===== config.mk =====
export PLATFORM = sky130hd
export DESIGN_NAME = avalon_master_arbiter
export DESIGN_NICKNAME = d
export VERILOG_FILES = /design/src/rtl/avalon_arb_pkg.sv /design/src/rtl/avalon_master_arbiter_rr_arbiter_core.sv /design/src/rtl/avalon_master_arbiter.sv
export SDC_FILE = /design/constraint.sdc
export NUM_CORES = 1
export LEC_CHECK = 0
export BUFFER_PORTS_ARGS = -buffer_cell sky130_fd_sc_hd__buf_2
export CAP_MARGIN = 20
export CORE_AREA = 2 2 106 108
export CTS_CLUSTER_DIAMETER = 40
export DETAILED_ROUTE_END_ITERATION = 8
export DIE_AREA = 0 0 108 110
export PLACE_DENSITY_LB_ADDON = 0.15
export SETUP_SLACK_MARGIN = 0.02
export SYNTH_ARGS = -nofsm -noshare
export SYNTH_HDL_FRONTEND = slang
export SYNTH_HIERARCHICAL = 1
export SYNTH_SLANG_ARGS = --single-unit

===== constraint.sdc =====
create_clock -name clk -period 1.3 [get_ports clk]
set_input_delay 0.065 -clock clk [delete_from_list [all_inputs] [get_ports clk]]
set_output_delay 0.065 -clock clk [all_outputs]
set_load 0.005 [all_outputs]

===== src/rtl/avalon_arb_pkg.sv =====
// Shared types and the round-robin pick helper for the Avalon-MM initiator arbiter.
package avalon_arb_pkg;

  localparam int unsigned MAX_REQ = 8;
  localparam int unsigned MAX_IDW = $clog2(MAX_REQ);

  typedef enum logic {
    IDLE,
    GRANT
  } arb_state_t;

  // First set bit of req_vec at or after ptr, wrapping at num; returns ptr when none is set.
  function automatic int unsigned rr_pick(
    input logic [MAX_REQ-1:0] req_vec,
    input logic [MAX_IDW-1:0] ptr,
    input int unsigned        num
  );
    int unsigned idx;
    int unsigned pick;
    logic        found;
    pick  = 32'(ptr);
    found = 1'b0;
    for (int unsigned i = 0; i < MAX_REQ; i++) begin
      idx = 32'(ptr) + i;
      if (idx >= num) begin
        idx = idx - num;
      end
      if ((i < num) && !found && req_vec[idx[MAX_IDW-1:0]]) begin
        pick  = idx;
        found = 1'b1;
      end
    end
    return pick;
  endfunction

endpackage


===== src/rtl/avalon_master_arbiter_rr_arbiter_core.sv =====
// Combinational round-robin selector: next owner index from the active vector and pointer.
module rr_arbiter_core
  import avalon_arb_pkg::*;
#(
  parameter int unsigned NUM_REQ = 2,
  parameter int unsigned IDW     = 1
) (
  input  logic [NUM_REQ-1:0] active,
  input  logic [IDW-1:0]     rr_ptr,
  output logic [IDW-1:0]     pick,
  output logic               any_active
);

  logic [MAX_REQ-1:0] vec;
  logic [MAX_IDW-1:0] ptr_ext;

  always_comb begin
    vec                = '0;
    vec[NUM_REQ-1:0]   = active;
    ptr_ext            = '0;
    ptr_ext[IDW-1:0]   = rr_ptr;
    pick               = IDW'(rr_pick(vec, ptr_ext, NUM_REQ));
    any_active         = |active;
  end

endmodule


===== src/rtl/avalon_master_arbiter.sv =====
// Round-robin arbiter sharing one Avalon-MM initiator port among NUM_REQ requesters.
// Define ARB_LOCK_EN to let a requester keep the bus for up to LOCK_MAX back-to-back transfers.
module avalon_master_arbiter
  import avalon_arb_pkg::*;
#(
  parameter  int unsigned NUM_REQ  = 2,
  parameter  int unsigned AW       = 32,
  parameter  int unsigned DW       = 32,
  parameter  int unsigned LOCK_MAX = 4,
  localparam int unsigned IDW      = $clog2(NUM_REQ)
) (
  input  logic                  clk,
  input  logic                  reset_n,
  input  logic [NUM_REQ-1:0]    req_read,
  input  logic [NUM_REQ-1:0]    req_write,
  input  logic [NUM_REQ*AW-1:0] req_address,
  input  logic [NUM_REQ*DW-1:0] req_writedata,
  input  logic [NUM_REQ-1:0]    req_lock,
  output logic [NUM_REQ-1:0]    req_waitrequest,
  output logic [DW-1:0]         req_readdata,
  output logic                  avm_read,
  output logic                  avm_write,
  output logic [AW-1:0]         avm_address,
  output logic [DW-1:0]         avm_writedata,
  input  logic                  avm_waitrequest,
  input  logic [DW-1:0]         avm_readdata,
  output logic [IDW-1:0]        grant_id,
  output logic                  grant_valid
);

  arb_state_t           state, state_next;
  logic [IDW-1:0]       grant_next, rr_ptr, rr_ptr_next, pick, ptr_after;
  logic                 valid_next, any_active, done, release_now;
  logic [NUM_REQ-1:0]   active;
  logic [AW-1:0]        addr_arr [NUM_REQ];
  logic [DW-1:0]        data_arr [NUM_REQ];

`ifdef ARB_LOCK_EN
  localparam int unsigned LCW = $clog2(LOCK_MAX + 1);
  logic [LCW-1:0] lock_cnt, lock_cnt_next;
`else
  localparam int unsigned unused_lock_max = LOCK_MAX;
  logic unused_lock;
  assign unused_lock = ^req_lock;
`endif

  assign active = req_read | req_write;

  for (genvar g = 0; g < NUM_REQ; g++) begin : g_unpack
    assign addr_arr[g] = req_address[g*AW +: AW];
    assign data_arr[g] = req_writedata[g*DW +: DW];
  end

  rr_arbiter_core #(
    .NUM_REQ (NUM_REQ),
    .IDW     (IDW)
  ) u_core (
    .active     (active),
    .rr_ptr     (rr_ptr),
    .pick       (pick),
    .any_active (any_active)
  );

  assign ptr_after = (grant_id == IDW'(NUM_REQ - 1)) ? '0 : grant_id + IDW'(1);

  // Owner's strobes go straight to the slave; write wins over an illegal read+write.
  always_comb begin
    avm_read        = 1'b0;
    avm_write       = 1'b0;
    avm_address     = '0;
    avm_writedata   = '0;
    req_waitrequest = '1;
    req_readdata    = avm_readdata;
    if (state == GRANT) begin
      avm_write                 = req_write[grant_id];
      avm_read                  = req_read[grant_id] & ~req_write[grant_id];
      avm_address               = addr_arr[grant_id];
      avm_writedata             = data_arr[grant_id];
      req_waitrequest[grant_id] = avm_waitrequest;
    end
  end

  always_comb begin
    state_next  = state;
    grant_next  = grant_id;
    valid_next  = grant_valid;
    rr_ptr_next = rr_ptr;
    release_now = 1'b0;
    done        = (avm_read | avm_write) & ~avm_waitrequest;
`ifdef ARB_LOCK_EN
    lock_cnt_next = lock_cnt;
`endif
    case (state)
      IDLE: begin
        if (any_active) begin
          grant_next = pick;
          valid_next = 1'b1;
          state_next = GRANT;
        end
      end
      GRANT: begin
`ifdef ARB_LOCK_EN
        // A locked owner that drops its strobes parks the bus until its lock falls.
        if (done) begin
          if (req_lock[grant_id] && (lock_cnt < LCW'(LOCK_MAX - 1))) begin
            lock_cnt_next = lock_cnt + LCW'(1);
          end else begin
            release_now = 1'b1;
          end
        end else if (!(avm_read | avm_write) && !req_lock[grant_id]) begin
          release_now = 1'b1;
        end
`else
        release_now = done | ~(avm_read | avm_write);
`endif
        if (release_now) begin
          rr_ptr_next = ptr_after;
          valid_next  = 1'b0;
          state_next  = IDLE;
`ifdef ARB_LOCK_EN
          lock_cnt_next = '0;
`endif
        end
      end
      default: state_next = IDLE;
    endcase
  end

  always_ff @(posedge clk or negedge reset_n) begin
    if (!reset_n) begin
      state       <= IDLE;
      grant_id    <= '0;
      grant_valid <= 1'b0;
      rr_ptr      <= '0;
`ifdef ARB_LOCK_EN
      lock_cnt    <= '0;
`endif
    end else begin
      state       <= state_next;
      grant_id    <= grant_next;
      grant_valid <= valid_next;
      rr_ptr      <= rr_ptr_next;
`ifdef ARB_LOCK_EN
      lock_cnt    <= lock_cnt_next;
`endif
    end
  end

endmodule

After elaboration in Yosys (flattened, before gate mapping):

Cells that the tools add are included.

* divide/modulo/power cells: 0
* $mul: 0
* add/sub/neg operators: 4
* reduce and logical (&&, ||, !) cells: 7
* multiplexer cells: 33
* bitwise logic cells: 12
* shift operators: 0
* order comparisons: 7
* eq/ne operators: 2

Operators with widths (number)
* $mux W32: 8
* $ge A32 B2 Y1 const B: 1
* $mux W1: 17
* $lt A3 B4 Y1 const B: 2
* $bmux W1 S3: 2
* $mux W3: 2
* $reduce_and A2 Y1: 3
* $not A1 Y1: 4
* $or A2 B2 Y2: 2
* $pmux W1 S2: 2
* $sub A1 B2 Y3 const B: 1
* $sub A2 B2 Y3 const B: 1
* $add A1 B1 Y2 const B: 1
* $and A1 B1 Y1: 2
* $ge A1 B2 Y1 const B: 1
* $ge A2 B2 Y1 const B: 1
* $logic_and A1 B1 Y1: 2
* $lt A1 B2 Y1 const B: 1
* $mux W2: 1
* $ne A2 B1 Y1 const B: 1
* $ne A2 B2 Y1 const B: 1
* $not A1 Y2: 1
* $not A2 Y2: 1
* $or A1 B1 Y1: 2
* 5 further kinds: 5

* register bits after elaboration: 4
* bits in writable memories: 0
* memories: 0
* bits in latches: 0
* ROM bits: 0
* logic and storage cells: 69

Longest topological paths before layout:

* depth after elaboration: 10
* gate-level depth with buffers: 5

Hierarchy:

The synthesis kept the hierarchy.

Modules (own cells, without submodules)
* avalon_master_arbiter: area each 1675.4 µm², cells an instance 204, times used 1
* rr_arbiter_core: area each 21.3 µm², cells an instance 3, times used 1

Worst setup path after synthesis:

OpenSTA, ideal clock, no wires.

* kind: input-to-reg
* from: input port req_write[0]
* to: register grant_id
* setup slack: 160 ps
* data arrival time: 1016 ps
* stages on the path: 4
* required time: 1175 ps
* buffers on the path: 0
* cell sequence: or2_2 > or2_2 > nor2b_1 > mux2_2

RTL lines
* start, declared: line avalon_master_arbiter.sv:15 `input logic [NUM_REQ-1:0] req_write,`
* $or A2 B2 Y2: line avalon_master_arbiter.sv:47 `assign active = req_read | req_write;`
* $reduce_or A2 Y1: line avalon_master_arbiter_rr_arbiter_core.sv:23 `any_active = |active;`
* named net any_active: line avalon_master_arbiter.sv:33 `logic valid_next, any_active, done, release_now;`
* $reduce_and A2 Y1 (no source line)
* end signal, assigned: line avalon_master_arbiter.sv:140 `grant_id <= grant_next;`
* end, declared: line avalon_master_arbiter.sv:27 `output logic [IDW-1:0] grant_id,`

The timed path passes the listed nets, and every way through them passes these cells. The select of a mux whose other input is x is not followed.
A chain may end at the register's enable or synchronous reset.

Final worst setup path:

* from: register grant_id
* to: output port avm_address[4]

* word-level cells in the longest chain between the ends: 5

RTL lines
* $not A1 Y2 (not written as such): line avalon_master_arbiter.sv:77 `avm_address = addr_arr[grant_id];`
* $mux W32 (not written as such) (3 in a row): line avalon_master_arbiter.sv:77
* $mux W32: line avalon_master_arbiter.sv:74 `if (state == GRANT) begin`
* end, declared: line avalon_master_arbiter.sv:23 `output logic [AW-1:0] avm_address,`

Every way passes these cells. The select of a mux whose other input is x is not followed.

==> impl_metrics.tcl <==
set metrics [dict create \
    outcome "finished with violations" \
    violations "negative setup slack" \
    p_seq_frac 0.066 \
    max_freq_mhz 660 \
    postSynthAreaPerCell_sq_um 8.20 \
    tightestPinTransition_ns 0.221 \
    cts.htree.levels 1 \
    crit_type "flip-flop to primary output" \
    dp.cells 516 \
    root_buffer "clkbuf_8" \
    fin_setup_tns_ns -11.61 \
    switching_power_mw 1.91 \
    grt_pass1_vias 1933 \
    grt_max_degree 23 \
    die-area_sq_um 11900 \
    antenna_found_initial 0 \
    track_usage 0.0924 \
    p_total_mw 4.96 \
    drv_cap 0 \
    crit_start "grant_id" \
    diodes 0 \
    synth_ff_type "dfrtp_1" \
    via_per_inst 3.93 \
    die_w_um 108 \
    worstReg2RegStart "grant_id" \
    mappedNetlistArea_sq_um 1700 \
    p_sw_frac 0.386 \
    clk_pin_slew_ns 0.03 \
    dpl_cell_area_sq_um 2680 \
    syn_nets 376 \
    fin_area_sq_um 3020 \
    portBuffers 204 \
    slew_violations 0 \
    combPwrFrac 0.876 \
    hold_class "input port to primary output" \
    maxSlewHeadroom 0.852 \
    cts_buffer_depth 2 \
    grt_overflow 0 \
    ys_seq_area_frac 0.0590 \
    cts_buffers 3 \
    instances_no_fill 539 \
    synth_area_leaders "mux2i_1, nor2b_1, buf_4" \
    hold_violations 0 \
    io-pin-count 271 \
    slowest_delay_ns 0.56 \
    ys_top_cells_by_count "nor2b_1, mux2i_1, buf_4" \
    die_y_um 110 \
    fin_crit_ns 1.52 \
    cts_tree "done" \
    core_sq_um 10700 \
    yosysWarnings 6 \
    dr.pass1.iters 4 \
    cp_slowest_cell "dfrtp_4" \
    startpoint_type "flip-flop" \
    multi_input_area_sq_um 1250 \
    worstPathArrival_ns 1.45 \
    syn_inst 207 \
    num_rows 38 \
    finalNetCount 569 \
    end_kind "primary output" \
    routedWlPerCell_um 12.3 \
    post-synth-top-count-cell "nor2b_1" \
    drtIter0Drc 72 \
    clock_latency_ns 0.22 \
    cp_max_fo 8 \
    ant_nets 0 \
    syn2layout_area_growth_pct 78.2 \
    p_int_mw 3.05 \
    postLayoutCoreUtil 0.283 \
    min_period_over_period 1.17 \
    dp_slack_ns -0.0323 \
    vias 2119 \
    place_congestion 0.728 \
    synth_edf_count 0 \
    layout_setup_ws_ns -0.215 \
    grt_pass1_wl_um 8820 \
    routed_wl_um 6600 \
    yosysTopAreaCell "mux2i_1" \
    clockPowerShare 0.057 \
    p_leak_nw 1.79 \
    initial_utilization 0.159 \
    worstPathCellList "buf_12, clkbuf_16, mux2i_1, nor2b_1, buf_2" \
    finalClockSkew_ns 0.00256 \
    ir_drop_mv 0.488 \
    dp_hpwl_um 5080 \
    synth_top_area_frac 0.389 \
    clock-sinks 4 \
    drc 0 \
    drive_above_1_share 0.617 \
    timing.hold.ws_ns 0.130 \
    n_fill_cell 1179 \
    rsz0062_at_grt "true" \
    holdCritStartpoint "avm_readdata[8]" \
    synth_cell_type_count 26 \
    regArea_sq_um 105 \
    powerDensity_nw_per_um2 1640 \
    async_flop_share 1.00 \
    worstPathRequired_ns 1.24 \
    setup-violations-final 71 \
    ys_ff_latch 4 \
]
## flip-flops by register name, indices dropped and copies added (netlist names)
register     flops
state            1
grant_id         1
rr_ptr           1
grant_valid      1
## path summary, 6_finish.rpt
path | to | slack (ns) | cells past startpoint
min in group asynchronous | grant_id | 0.18 | 2
min | req_readdata[8] | 0.13 | 0
max | avm_address[4] | -0.22 | 5
max in group asynchronous | grant_id | 0.98 | 2
min reg2reg | grant_valid | 0.59 | 2
max reg2reg | state | -0.12 | 5
## kinds of logic (layout without fill, tap and decap cells)
group,count (synthesis),in the layout,share of synthesized area
flops,4,4,0.0590
simple gates,77,77,0.287
buf+inv,50,242,0.215
mux,67,67,0.396
compound gates,8,8,0.0369
fa+ha+maj,1,1,0.00664
## repair_timing
item                       CTS  global route
gates cloned                 1             3
hold endpoints to repair     4             0
setup endpoints to repair   68            71
buffers inserted             8             6
pin swaps                    1             3
hold buffers                 1             0
resized for setup           12             8
## cells in the final DEF (no fill, tap or decap), types with 2 or more instances in the layout
cell       count
dfrtp_1        2
clkbuf_16      3
nor2b_1       67
buf_12         3
clkbuf_8       3
nand3b_1       2
or2_2          2
buf_2        203
inv_1          2
a21boi_1       2
buf_4         12
buf_16         2
buf_6         12
mux2i_1       66
## layer usage
layer,routed length [um],part of all wire,global-route usage
met1,2220,0.34,0.0914
met2,3500,0.53,0.187
met3,702,0.11,0.0153
met4,180,0.027,0.0412
met5,0,0,0
## final cells by class
cell class	count	share of cell area
Clock buffer	4	0.0149
Tap cell	140	0.0579
Inverter	2	0.00248
Multi-Input combinational cell	153	0.413
Timing Repair Buffer	236	0.477
Sequential cell	4	0.0348
## power groups by stage
stage               logic [mW]  clock network (mW)  registers, mW
global route              4.74               0.304          0.345
finish                    4.35               0.284          0.329
global placement          3.45                   0          0.351
detailed placement        3.45                   0          0.349
floorplan                 2.35                   0          0.226
CTS                       3.92               0.288          0.320
## worst max-delay path: cells and delay by family (launching register included)
family,cells,cell delay [ns]
DFF,1,0.56
muxes,1,0.12
buffers and inverters,3,0.45
and+or+nand+nor,1,0.10
No activity file was read; power rests on OpenSTA's default activity.
